<file path="src/rtl/dyn_display_scanner.sv">
`timescale 1ns/1ps
`default_nettype none
// ============================================================================
// Module      : dyn_display_scanner
// Description : Parametrised 7-segment dynamic-display scanner with per-slot
//               anti-ghost blanking, PWM brightness, per-digit enable and a
//               tear-free frame-boundary shadow-update handshake.
// Revision    : 1.0 - initial release
// ============================================================================
module dyn_display_scanner #(
    parameter int NUM_DIGITS      = 4,
    parameter int SEG_WIDTH       = 8,
    parameter int SCAN_COUNT      = 50000,
    parameter int BLANK_CYCLES    = 16,
    parameter int BRIGHT_WIDTH    = 4,
    parameter int GATE_ACTIVE_LOW = 1
) (
    input  logic                             clk,
    input  logic                             rst,
    input  logic [NUM_DIGITS*SEG_WIDTH-1:0]  segIn,
    input  logic [NUM_DIGITS-1:0]            digitEn,
    input  logic [BRIGHT_WIDTH-1:0]          brightness,
    input  logic                             updReq,
    output logic                             updAck,
    output logic [SEG_WIDTH-1:0]             segOut,
    output logic [NUM_DIGITS-1:0]            gateOut,
    output logic                             frameTick,
    output logic [$clog2(NUM_DIGITS)-1:0]    curDigit
);

    localparam int c_CNT_W = $clog2(SCAN_COUNT);
    localparam int c_DIG_W = $clog2(NUM_DIGITS);
    localparam int c_PWM_W = (c_CNT_W > BRIGHT_WIDTH) ? c_CNT_W : BRIGHT_WIDTH;

    localparam logic [c_CNT_W-1:0]    c_SLOT_LAST = c_CNT_W'(SCAN_COUNT - 1);
    localparam logic [c_CNT_W-1:0]    c_BLANK     = c_CNT_W'(BLANK_CYCLES);
    localparam logic [c_DIG_W-1:0]    c_DIG_LAST  = c_DIG_W'(NUM_DIGITS - 1);
    localparam logic [c_PWM_W-1:0]    c_PWM_OFS   = c_PWM_W'(BLANK_CYCLES);
    localparam logic [NUM_DIGITS-1:0] c_ONE_HOT0  = NUM_DIGITS'(1);
    localparam logic [NUM_DIGITS-1:0] c_GATE_OFF  =
        (GATE_ACTIVE_LOW != 0) ? {NUM_DIGITS{1'b1}} : {NUM_DIGITS{1'b0}};

    logic [c_CNT_W-1:0]                         r_slotCnt;
    logic [c_DIG_W-1:0]                         r_digitIdx;
    logic [NUM_DIGITS-1:0][SEG_WIDTH-1:0]       r_shSeg;
    logic [NUM_DIGITS-1:0]                      r_shEn;
    logic [BRIGHT_WIDTH-1:0]                    r_shBright;

    logic                                       w_slotLast;
    logic                                       w_digitLast;
    logic                                       w_frameEnd;
    logic                                       w_phaseOn;
    logic [c_PWM_W-1:0]                         w_pwmDiff;
    logic [BRIGHT_WIDTH-1:0]                    w_pwm;
    logic                                       w_gateOn;
    logic [NUM_DIGITS-1:0]                      w_gateNext;
    logic [SEG_WIDTH-1:0]                       w_segNext;

    assign w_slotLast  = (r_slotCnt == c_SLOT_LAST);
    assign w_digitLast = (r_digitIdx == c_DIG_LAST);
    assign w_frameEnd  = w_slotLast && w_digitLast;

    // Slot / digit counters: a disabled digit still consumes its full slot.
    always_ff @(posedge clk or negedge rst) begin
        if (!rst) begin
            r_slotCnt  <= '0;
            r_digitIdx <= '0;
        end else if (w_slotLast) begin
            r_slotCnt  <= '0;
            r_digitIdx <= w_digitLast ? '0 : r_digitIdx + c_DIG_W'(1);
        end else begin
            r_slotCnt  <= r_slotCnt + c_CNT_W'(1);
        end
    end

    // Shadow registers only ever change on the frame boundary (tear-free).
    always_ff @(posedge clk or negedge rst) begin
        if (!rst) begin
            r_shSeg    <= '0;
            r_shEn     <= '0;
            r_shBright <= '0;
        end else if (w_frameEnd && updReq) begin
            r_shSeg    <= segIn;
            r_shEn     <= digitEn;
            r_shBright <= brightness;
        end
    end

    // The PWM difference is only consumed when the ON phase gates it, so the
    // wrap of the subtraction during BLANK is never observed.
    assign w_phaseOn = (r_slotCnt >= c_BLANK);
    assign w_pwmDiff = c_PWM_W'(r_slotCnt) - c_PWM_OFS;
    assign w_pwm     = w_pwmDiff[BRIGHT_WIDTH-1:0];

    assign w_gateOn   = w_phaseOn && r_shEn[r_digitIdx] && (w_pwm < r_shBright);
    assign w_gateNext = w_gateOn ? (c_ONE_HOT0 << r_digitIdx) : '0;
    assign w_segNext  = w_gateOn ? r_shSeg[r_digitIdx] : '0;

    always_ff @(posedge clk or negedge rst) begin
        if (!rst) begin
            segOut    <= '0;
            gateOut   <= c_GATE_OFF;
            frameTick <= 1'b0;
            updAck    <= 1'b0;
            curDigit  <= '0;
        end else begin
            segOut    <= w_segNext;
            gateOut   <= w_gateNext ^ c_GATE_OFF;
            frameTick <= w_frameEnd;
            updAck    <= w_frameEnd && updReq;
            curDigit  <= r_digitIdx;
        end
    end

endmodule
`default_nettype wire

</file>
<file path="config.mk">
export PLATFORM = sky130hd
export DESIGN_NAME = dyn_display_scanner
export DESIGN_NICKNAME = d
export VERILOG_FILES = /design/src/rtl/dyn_display_scanner.sv
export SDC_FILE = /design/constraint.sdc
export NUM_CORES = 1
export LEC_CHECK = 0
export BUFFER_PORTS_ARGS = -buffer_cell sky130_fd_sc_hd__buf_2
export CAP_MARGIN = 20
export CORE_MARGIN = 2
export CORE_UTILIZATION = 30
export DETAILED_ROUTE_END_ITERATION = 16
export PLACE_DENSITY = 0.44
export SLEW_MARGIN = 20
export SYNTH_ARGS = -nofsm -noshare
export SYNTH_HDL_FRONTEND = slang
export SYNTH_SLANG_ARGS = --single-unit
</file>
<file path="constraint.sdc">
create_clock -name clk -period 5.4 [get_ports clk]
set_input_delay 0.54 -clock clk [delete_from_list [all_inputs] [get_ports clk]]
set_output_delay 0.54 -clock clk [all_outputs]
set_load 0.02 [all_outputs]
</file>
---- Word-level counts from Yosys, hierarchy flattened ----
Index checks and enable logic that the tools add are counted.
word-level totals
  RAM bits ................................ 0
  bits in registers ....................... 74
  latch bits .............................. 0
  output and inout bits ................... 16
  input bits .............................. 43
  ROM bits ................................ 0
  logic and storage cells ................. 35
  memories kept ........................... 0
operators by class
  eq/ne operators ......................... 2
  multiply operators ...................... 0
  reduce and logical (&&, ||, !) cells .... 4
  $lt $le $gt $ge ......................... 3
  divide/modulo/power cells ............... 0
  add/sub/neg operators ................... 3
  mux-type cells .......................... 8
  bitwise gates (word level) .............. 1
  shift-type cells ........................ 1
operators by type and width
  cell                     number
  $add A16 B1 Y16 const B  1
  $bmux W8 S2              1
  $eq A16 B16 Y1 const B   1
  $ge A16 B5 Y1 const B    1
  $mux W16                 1
  $mux W8                  2
  $logic_and A1 B1 Y1      4
  $lt A4 B4 Y1             1
  $mux W4                  1
  $not A4 Y4               1
  $shl A1 B2 Y4 const A    1
  $sub A4 B1 Y4 const B    1
  $lt A2 B3 Y1 const B     1
  $add A2 B1 Y2 const B    1
  $bmux W1 S2              1
  $eq A2 B2 Y1 const B     1
  $mux W2                  1
  $mux W1                  1

---- Depth between registers and ports, before layout ----
Gate-level depths: netlist of run 1.
  depth after elaboration ................. 6
  depth in mapped cells ................... 7
  mapped depth without buffers ............ 6

---- Worst setup path before layout of run 1 ----
OpenSTA, ideal clock, no wires.
  path kind ............................... flip-flop to flip-flop
  start ................................... register r_slotCnt[13]
  end ..................................... register r_shBright[0]
  path buffers ............................ 2
  period minus slack after synthesis ...... 2.226 ns
  arrival ................................. 2.100 ns
  setup time .............................. 0.125 ns
  stages on the path, launching flop included .. 7
  slack ................................... 3.174 ns
  data required time ...................... 5.275 ns
  path through ............................ dfrtp_1 -> or4_4 -> nor4_4 -> and3_1 -> buf_6 -> buf_12 -> mux2_4
on the way
  cells in the longest elaborated chain, start to end .. 3
ends and longest elaborated chain
  item                    line  text
  from (decl)             43    logic [c_CNT_W-1:0] r_slotCnt;
  from (signal assigned)  72    r_slotCnt <= r_slotCnt + c_CNT_W'(1);
  $eq A16 B16 Y1          59    assign w_slotLast = (r_slotCnt == c_SLOT_LAST);
  $logic_and A1 B1 Y1     61    assign w_frameEnd = w_slotLast && w_digitLast;
  $logic_and A1 B1 Y1     82    end else if (w_frameEnd && updReq) begin
  to (signal assigned)    85    r_shBright <= brightness;
  to (decl)               47    logic [BRIGHT_WIDTH-1:0] r_shBright;
Every way passes these cells.
A chain may end at the register's enable or synchronous reset.

---- Final worst setup path of run 1 ----
  start ................................... register r_slotCnt[13]
  end ..................................... register r_shSeg[10] in the netlist's numbering
on the way
  cells in the longest elaborated chain, start to end .. 3
ends and longest elaborated chain
  item                  line  text
  $eq A16 B16 Y1        59
  $logic_and A1 B1 Y1   61
  $logic_and A1 B1 Y1   82
  to (signal assigned)  83    r_shSeg <= segIn;
  to (decl)             45    logic [NUM_DIGITS-1:0][SEG_WIDTH-1:0] r_shSeg;
Every way passes these cells.

==> results of run 1 <==
[stage by stage]
| step | cells | power, mW | hold WS [ns] |
|---|---|---|---|
| after global placement | 428 | 0.593 | 0.494 |
| final | 445 | 1.18 | 0.351 |
| after detailed placement | 428 | 0.593 | 0.493 |
| after floorplan | 234 | 0.566 | 0.244 |
| after CTS | 444 | 1.20 | 0.396 |
| after global routing | 445 | 1.23 | 0.421 |
[final timing paths]
kind | start | to | slack (ns)
worst max-delay path | r_slotCnt[13]$_DFF_PN0_ | r_shSeg[10]$_DFFE_PN0P_ | 2.24
worst min-delay path | rst | r_shSeg[13]$_DFFE_PN0P_ | 0.35
worst max register to register | r_slotCnt[13]$_DFF_PN0_ | r_shSeg[10]$_DFFE_PN0P_ | 2.24
worst min register to register | r_shSeg[22]$_DFFE_PN0P_ | r_shSeg[22]$_DFFE_PN0P_ | 0.51
max in group asynchronous | rst | r_slotCnt[11]$_DFF_PN0_ | 4.45
min in group clk | digitEn[2] | r_shEn[2]$_DFFE_PN0P_ | 0.44
[sequential cells by signal, indices dropped and copies added (netlist names)]
register and count:
curDigit 2, frameTick 1, gateOut 4, r_digitIdx 2
r_shBright 4, r_shEn 4, r_shSeg 32, r_slotCnt 16
segOut 8, updAck 1
[critical path: stages, from the launching register on]
cell	delay [ns]
sky130_fd_sc_hd__dfrtp_1	0.41
sky130_fd_sc_hd__or4_4	0.58
sky130_fd_sc_hd__nor4_4	0.71
sky130_fd_sc_hd__and3_4	0.73
sky130_fd_sc_hd__buf_4	0.27
sky130_fd_sc_hd__mux2_4	0.30
[synthesized netlist by cell type]
library cell,count
sky130_fd_sc_hd__nand3_1,8
sky130_fd_sc_hd__a211oi_1,1
sky130_fd_sc_hd__o21ai_0,4
sky130_fd_sc_hd__or2_2,4
sky130_fd_sc_hd__dfrtp_1,70
sky130_fd_sc_hd__a21o_1,1
sky130_fd_sc_hd__o211ai_1,1
sky130_fd_sc_hd__inv_1,12
sky130_fd_sc_hd__a21oi_1,1
sky130_fd_sc_hd__and2_1,2
sky130_fd_sc_hd__clkbuf_1,4
sky130_fd_sc_hd__or4_4,1
sky130_fd_sc_hd__buf_2,1
sky130_fd_sc_hd__and3_1,4
sky130_fd_sc_hd__nand4_1,8
sky130_fd_sc_hd__nor4_4,1
sky130_fd_sc_hd__ha_1,9
sky130_fd_sc_hd__or3_1,2
sky130_fd_sc_hd__nor2_1,8
sky130_fd_sc_hd__o41a_1,1
sky130_fd_sc_hd__or4_1,1
sky130_fd_sc_hd__xor2_1,7
sky130_fd_sc_hd__xnor2_1,5
sky130_fd_sc_hd__nor4_1,2
sky130_fd_sc_hd__mux2_4,40
sky130_fd_sc_hd__and4_1,2
sky130_fd_sc_hd__nor3_1,2
sky130_fd_sc_hd__buf_6,1
sky130_fd_sc_hd__nand2_1,4
sky130_fd_sc_hd__buf_12,4
sky130_fd_sc_hd__mux4_2,9
sky130_fd_sc_hd__nand2b_1,1
sky130_fd_sc_hd__dfstp_2,4
sky130_fd_sc_hd__nor2b_1,9
[area by class of cell]
type	instances	area, um2	area share (%)
clock buffer	11	243	5.86
clock inverter	5	55.1	1.33
inverter	12	45.0	1.09
multi-input combinational	138	1440	34.7
sequential	74	1860	44.9
tap	143	179	4.32
timing repair buffer	62	323	7.80
[layer usage]
layer	part of all wire, %	wire length (um)
met1	49	3210
met2	46	3010
met3	4.0	260
met4	1.1	70
met5	0	0
[where the power goes]
group | internal (mW) | switching, mW | leakage (nW)
Clock | 0.369 | 0.229 | 0.142
Combinational | 0.0113 | 0.0154 | 0.816
Sequential | 0.555 | 0 | 1.01
Total | 0.935 | 0.245 | 1.96
[kinds of logic after synthesis]
logic type	count (synthesis)	share of synthesized area (%)
DFF	74	53.9
and+or+nand+nor	59	10.2
muxes	49	23.3
buffers and inverters	22	4.54
xor gates and xnor gates	12	3.05
AOI/OAI and AO/OA	9	1.71
adders and majority gates	9	3.27
==> metrics.md, run 1 <==
| Metric | Value |
|---|---|
| Outcome | `completed` |
| Count of cells resized by post-cts repair | `0` |
| Worst-case headroom to the max-slew limit | `38.1%` |
| Mean post-synth cell area | `14.7 um2` |
| H-tree levels | `3` |
| Leakage power summed over all cells | `1.96 nW` |
| Max-slew violation total from the final report | `0` |
| Seq/Total Area, Yosys | `53.9%` |
| Setup Total Neg Slack | `0 ns` |
| Number of remaining DRC errors | `0` |
| Last weighted congestion value of the routability-driven placer | `0.725` |
| Kind of start point of the critical path | `flip-flop` |
| GRT Util Overall | `11.5%` |
| Setup WS post-layout | `2.24 ns` |
| Wire length per cell | `14.7 um` |
| Aggregate routed wire length | `6.56 mm` |
| Number of buffers on the longest clock path | `2` |
| Final #Nets | `349` |
| Tightest Pin Transition | `0.928 ns` |
| Final-report setup violation count | `0` |
| Number of placed I/O pins | `59` |
| Worst-skew pair later-pin latency | `0.33 ns` |
| Highest clock rate | `0.316 GHz` |
| PortBufs | `58` |
| WP data arrival | `3.37 ns` |
| Commonest non-fill, non-tap cell in the layout | `sky130_fd_sc_hd__dfrtp_1` |
| Layout cell share with drive strength beyond 1 | `45.4%` |
| Detailed placement HPWL | `4.36 mm` |
| Number of instances in the synthesized netlist | `234` |
| Initial standard-cell utilization of the core | `30.4%` |
| Clock Skews | `0.00605 ns` |
| Distinct cell type count of the synthesized netlist | `34` |
| CP Capture Type | `flip-flop` |
| Hold Fails Final Rpt | `0` |
| Max rail drop VDD | `0.000121 V` |
| Worst endpoint required time | `5.61 ns` |
| Synth warnings | `0` |
| GRT busiest layer | `met2` |
| Number of diodes | `0` |
| Max-cap violations | `0` |
| Utilization after layout | `36.6%` |
| Met3 Usage GRT | `3.12%` |
| R2R cell count | `5` |
| Clock tree from TritonCTS | `built` |
| Largest net degree at the start of global routing | `75` |
| Vias/cell | `4.44` |
| TritonCTS buffer count | `9` |
| Vias | `1976` |
| Clock transition at the registers of the reported paths | `0.06 ns` |
| Final worst-path cycle share | `58.6%` |
| Die extent in y | `111 um` |
| Commonest non-fill, non-tap cells in the layout | `70 x sky130_fd_sc_hd__dfrtp_1, 57 x sky130_fd_sc_hd__buf_2, 40 x sky130_fd_sc_hd__mux2_4` |
| Unrepaired setup endpoints after global routing | `false` |
| Layout filler cell count | `1091` |
| #FFs+latches synth | `74` |
| Min cycle time layout | `3.16 ns` |
| Main area contributors after synthesis | `sky130_fd_sc_hd__dfrtp_1 51%, sky130_fd_sc_hd__mux2_4 17%, sky130_fd_sc_hd__mux4_2 5.9%, sky130_fd_sc_hd__ha_1 3.3%, sky130_fd_sc_hd__dfstp_2 3.1%` |
| Root buf cell | `sky130_fd_sc_hd__clkbuf_16` |
| Area of the core | `11300 um2` |
| Total setup buffers inserted after CTS | `0` |
| Post-layout instance area | `4140 um2` |
| Setup slack after placement | `1.83 ns` |
| Hold crit path type | `in -> async` |
| Net count after synthesis | `286` |
| First-pass iteration count of the detailed router | `6` |
| Antenna violations before repair | `0` |
| Critical Path Fanout Max | `34` |
| Global routing usage on met2 | `17.5%` |
| Synthesized area | `3450 um2` |
| Post-route antenna net violation count | `0` |
| Number of global-route vias before repair | `2129` |
| Layout Area Growth over Synthesis | `20.1%` |
| Power density over the cells | `285 nW/um2` |
| Start-to-end type of the worst setup path | `reg -> reg` |
| Synth top area share | `50.8%` |
| Iter 0 DRT Violations | `59` |
| Die width | `111 um` |
| Overflow left after global routing | `0` |
| Instance area at placement | `3830 um2` |
| # hold bufs at CTS | `0` |
| Global-route track usage on met1 | `15.6%` |
| Site Rows | `39` |
| Count of clock tree sinks | `74` |
| Post-synthesis cell type with the largest combined area | `sky130_fd_sc_hd__dfrtp_1` |
| Global-route wire length before repair | `11.1 mm` |
| Floorplan die area | `12400 um2` |
Power figures use the tool's default switching activity.
==> run 2, diff against run 1 <==
- ABC_AREA: default -> 1
- PLACE_DENSITY: 0.44 -> 0.45
- clock period: 5.4 -> 2.6 ns (I/O delays scaled with it)
==> run 2 against run 1 <==
Against the previous run: first-iteration DRC count is 110% higher; core utilization barely moved; critical path depth is 1 higher; sequential cell count stayed put; routed wire length increased by 39%; combinational power up 140%; sequential power rose by 110%; design area grew 5.1%; maximum frequency is 60% higher; highest routed layer unchanged.
==> metrics.md, run 2 <==
| Metric | Value |
|---|---|
| Outcome | `completed (unchanged)` |
| Number of standard cells in the final layout excluding fillers | `662 (was 445)` |
| Main area contributors after synthesis | `sky130_fd_sc_hd__dfrtp_1 48%, sky130_fd_sc_hd__nand2_1 16%, sky130_fd_sc_hd__nand4_1 7.4%, sky130_fd_sc_hd__nor2_1 4.3%, sky130_fd_sc_hd__inv_1 3.7% (was sky130_fd_sc_hd__dfrtp_1 51%, sky130_fd_sc_hd__mux2_4 17%, sky130_fd_sc_hd__mux4_2 5.9%, sky130_fd_sc_hd__ha_1 3.3%, sky130_fd_sc_hd__dfstp_2 3.1%)` |
| Start-to-end type of the worst setup path | `reg -> reg (unchanged)` |
| Tightest Pin Transition | `0.941 ns (was 0.928 ns)` |
| Share of power burned in combinational logic | `2.6% (was 2.3%)` |
| H-tree levels | `3 (unchanged)` |
| Highest clock rate | `0.507 GHz (was 0.316 GHz)` |
| Max reg flops | `32 (unchanged)` |
| Vias/cell | `4.64 (was 4.44)` |
| Wire length per cell | `13.8 um (was 14.7 um)` |
| Final worst-path cycle share | `75.9% (was 58.6%)` |
| Antenna violations before repair | `0 (unchanged)` |
| Seq/Total Area, Yosys | `51.1% (was 53.9%)` |
| TritonCTS buffer count | `9 (unchanged)` |
| Overflow left after global routing | `0 (unchanged)` |
| Post-layout total power | `2.49 mW (was 1.18 mW)` |
| Most used flip-flop cell after synthesis | `sky130_fd_sc_hd__dfrtp_1 (unchanged)` |
| Hold Fails Final Rpt | `0 (unchanged)` |
| Largest net degree at the start of global routing | `75 (unchanged)` |
| Die extent in y | `114 um (was 111 um)` |
| Last weighted congestion value of the routability-driven placer | `0.832 (was 0.725)` |
| Floorplan die area | `13000 um2 (was 12400 um2)` |
| Layout cell share with drive strength beyond 1 | `19.0% (was 45.4%)` |
| Min cycle time layout | `1.97 ns (was 3.16 ns)` |
| Number of buffers on the longest clock path | `2 (unchanged)` |
| Clock transition at the registers of the reported paths | `0.05 ns (was 0.06 ns)` |
| Unrepaired setup endpoints after global routing | `false (unchanged)` |
| Share of power burned in registers | `46.3% (was 47.0%)` |
| Clock Skews | `0.00574 ns (was 0.00605 ns)` |
| Synth warnings | `0 (unchanged)` |
| Reported net switching power | `493 uW (was 245 uW)` |
| Final #Nets | `562 (was 349)` |
| Commonest non-fill, non-tap cells in the layout | `159 x sky130_fd_sc_hd__nand2_1, 70 x sky130_fd_sc_hd__dfrtp_1, 57 x sky130_fd_sc_hd__buf_2 (was 70 x sky130_fd_sc_hd__dfrtp_1, 57 x sky130_fd_sc_hd__buf_2, 40 x sky130_fd_sc_hd__mux2_4)` |
| Die width | `114 um (was 111 um)` |
| Site Rows | `40 (was 39)` |
| Initial standard-cell utilization of the core | `30.5% (was 30.4%)` |
| Kind of cell adding the most delay to the critical path | `buffers and inverters (was simple AND/OR/NAND/NOR gates)` |
| Cell mode on critical path | `sky130_fd_sc_hd__nand2_1` |
| Area of the core | `11900 um2 (was 11300 um2)` |
| Most common cell in the synthesized netlist | `sky130_fd_sc_hd__nand2_1 (was sky130_fd_sc_hd__dfrtp_1)` |
| Commonest non-fill, non-tap cell in the layout | `sky130_fd_sc_hd__nand2_1 (was sky130_fd_sc_hd__dfrtp_1)` |
| Setup WS post-layout | `0.628 ns (was 2.24 ns)` |
| Detailed placement HPWL | `6.39 mm (was 4.36 mm)` |
| Most used standard cells in the synthesized netlist | `159 x sky130_fd_sc_hd__nand2_1, 70 x sky130_fd_sc_hd__dfrtp_1, 43 x sky130_fd_sc_hd__nand4_1 (was 70 x sky130_fd_sc_hd__dfrtp_1, 40 x sky130_fd_sc_hd__mux2_4, 12 x sky130_fd_sc_hd__inv_1)` |
| Area of all sequential standard cells | `1860 um2 (unchanged)` |
| GRT Util Overall | `15.1% (was 11.5%)` |
| Max stage delay cell, worst path | `sky130_fd_sc_hd__clkinv_1 (was sky130_fd_sc_hd__and3_4)` |
| Synthesized area | `3630 um2 (was 3450 um2)` |
| Kind of start point of the critical path | `flip-flop (unchanged)` |
| Max rail drop VDD | `0.000236 V (was 0.000121 V)` |
| Mean post-synth cell area | `7.96 um2 (was 14.7 um2)` |
| Cell-by-cell listing of the critical path | `clkinv_1 > o21ai_0 > nand2_1 > nand2_2 > nor2_1 > nand2_1 (was or4_4 > nor4_4 > and3_4 > buf_4 > mux2_4)` |
| Setup slack after placement | `0.619 ns (was 1.83 ns)` |
| Final-report setup violation count | `0 (unchanged)` |
| First-pass iteration count of the detailed router | `4 (was 6)` |
| Placed instance count | `646 (was 428)` |
| Synth top area share | `48.2% (was 50.8%)` |
| Max-cap violations | `0 (unchanged)` |
| Layout filler cell count | `1286 (was 1091)` |
| # hold bufs at CTS | `0 (unchanged)` |
| Total setup buffers inserted after CTS | `0 (unchanged)` |
| Count of cells resized by post-cts repair | `0 (unchanged)` |
| Number of diodes | `0 (unchanged)` |
| Area used by multi-input combinational logic | `1480 um2 (was 1440 um2)` |
| Worst-case headroom to the max-slew limit | `37.2% (was 38.1%)` |
| Max-slew violation total from the final report | `0 (unchanged)` |
| PortBufs | `58 (unchanged)` |
| Global-route wire length before repair | `15.2 mm (was 11.1 mm)` |
| Post-route antenna net violation count | `0 (unchanged)` |
| Part of the total power dissipated in the clock network | `51.1% (was 50.7%)` |
| Root buf cell | `sky130_fd_sc_hd__clkbuf_16 (unchanged)` |
| Number of instances in the synthesized netlist | `456 (was 234)` |
| Distinct cell type count of the synthesized netlist | `23 (was 34)` |
| Worst-skew pair later-pin latency | `0.34 ns (was 0.33 ns)` |
| Number of placed I/O pins | `59 (unchanged)` |
| Clock tree from TritonCTS | `built (unchanged)` |
| CP Capture Type | `flip-flop (unchanged)` |
| Number of remaining DRC errors | `0 (unchanged)` |
| Net count after synthesis | `508 (was 286)` |
| Switch share | `19.8% (was 20.7%)` |
| Worst endpoint required time | `2.87 ns (was 5.61 ns)` |
| Layout Area Growth over Synthesis | `19.8% (was 20.1%)` |
| Post-synthesis cell type with the largest combined area | `sky130_fd_sc_hd__dfrtp_1 (unchanged)` |
| WP data arrival | `2.25 ns (was 3.37 ns)` |
| Fraction of registers with async set or reset after synthesis | `100% (unchanged)` |
| Aggregate routed wire length | `9.14 mm (was 6.56 mm)` |
| Internal power contribution | `2.00 mW (was 935 uW)` |
| Number of enable flip-flop cells after synthesis | `0 (unchanged)` |
| Buffers & Inverters on Critical Path | `1 (unchanged)` |
| #FFs+latches synth | `74 (unchanged)` |
| Power density over the cells | `572 nW/um2 (was 285 nW/um2)` |
| Largest register by flop count | `r_shSeg (unchanged)` |
| Critical Path Fanout Max | `20 (was 34)` |
| Hold crit path type | `in -> async (unchanged)` |
| Top Registers | `r_shSeg (32), r_slotCnt (16), segOut (8) (unchanged)` |
| Setup Total Neg Slack | `0 ns (unchanged)` |
| Vias | `3072 (was 1976)` |
| Slowest Stage Delay on Critical Path | `0.58 ns (was 0.73 ns)` |
| Number of global-route vias before repair | `2942 (was 2129)` |
| Iter 0 DRT Violations | `125 (was 59)` |
| Leakage power summed over all cells | `2.32 nW (was 1.96 nW)` |
| Count of clock tree sinks | `74 (unchanged)` |
==> run 2: final cells by class <==
| class | count | share of cell area, % |
|---|---|---|
| Sequential cell | 74 | 42.7 |
| Multi-Input combinational cell | 315 | 34.1 |
| Timing Repair Buffer | 66 | 8.11 |
| Clock buffer | 14 | 6.30 |
| Tap cell | 147 | 4.23 |
| Inverter | 44 | 3.80 |
| Clock inverter | 2 | 0.805 |
==> run 2: cell families (layout without fill, tap and decap cells) <==
kind of cell	Yosys count	count (layout)	synth area share (%)
and+or+nand+nor	273	273	32.5
DFF	74	74	51.1
buffers and inverters	67	126	8.03
AOI/OAI and AO/OA	28	28	4.00
adders and majority gates	9	9	3.10
xor gates and xnor gates	5	5	1.21
==> run 2: power by group through the flow <==
stage	Combinational (mW)	Clock, mW	Sequential (mW)
3_5_place_dp	0.0692	0	1.17
3_3_place_gp	0.0679	0	1.17
5_1_grt	0.0747	1.36	1.15
4_1_cts	0.0692	1.31	1.15
6_report	0.0653	1.27	1.15
2_1_floorplan	0.00893	0	1.17
==> run 2: worst reg2reg max path: cells and delay by family, from the launching register on <==
family                 cells  cell delay, ns
AO/OA/AOI/OAI              1            0.33
buffers and inverters      1            0.59
flip-flops                 1            0.56
AND/OR/NAND/NOR            4            0.45
==> run 2: metrics by stage <==
stage	hold WS, ns	utilization (%)	cell area [um2]
after global placement	0.461	33.9	4040
after CTS	0.115	36.5	4350
after detailed placement	0.467	33.9	4040
after floorplan	-0.0356	-	3630
after global routing	0.145	36.5	4350
final	0.0341	36.5	4350
==> run 2: worst paths after layout <==
kind / from / depth (start not counted) / slack [ns] / to
max: r_digitIdx[0]$_DFFE_PN0N_ / 6 / 0.63 / gateOut[2]$_DFF_PN1_
min: rst / 1 / 0.03 / r_slotCnt[10]$_DFF_PN0_
max reg2reg: r_digitIdx[0]$_DFFE_PN0N_ / 6 / 0.63 / gateOut[2]$_DFF_PN1_
min reg2reg: r_shSeg[1]$_DFFE_PN0P_ / 2 / 0.48 / r_shSeg[1]$_DFFE_PN0P_
max in group asynchronous: rst / 1 / 1.91 / frameTick$_DFF_PN0_
min in group clk: segIn[15] / 3 / 0.17 / r_shSeg[15]$_DFFE_PN0P_
==> run 2: metal layers <==
| layer | wire length [um] | track usage [%] | share of wire (%) |
|---|---|---|---|
| met5 | 0 | 0 | 0 |
| met4 | 175 | 6.67 | 1.9 |
| met3 | 504 | 3.35 | 5.5 |
| met2 | 3770 | 20.5 | 41 |
| met1 | 4690 | 22.8 | 51 |
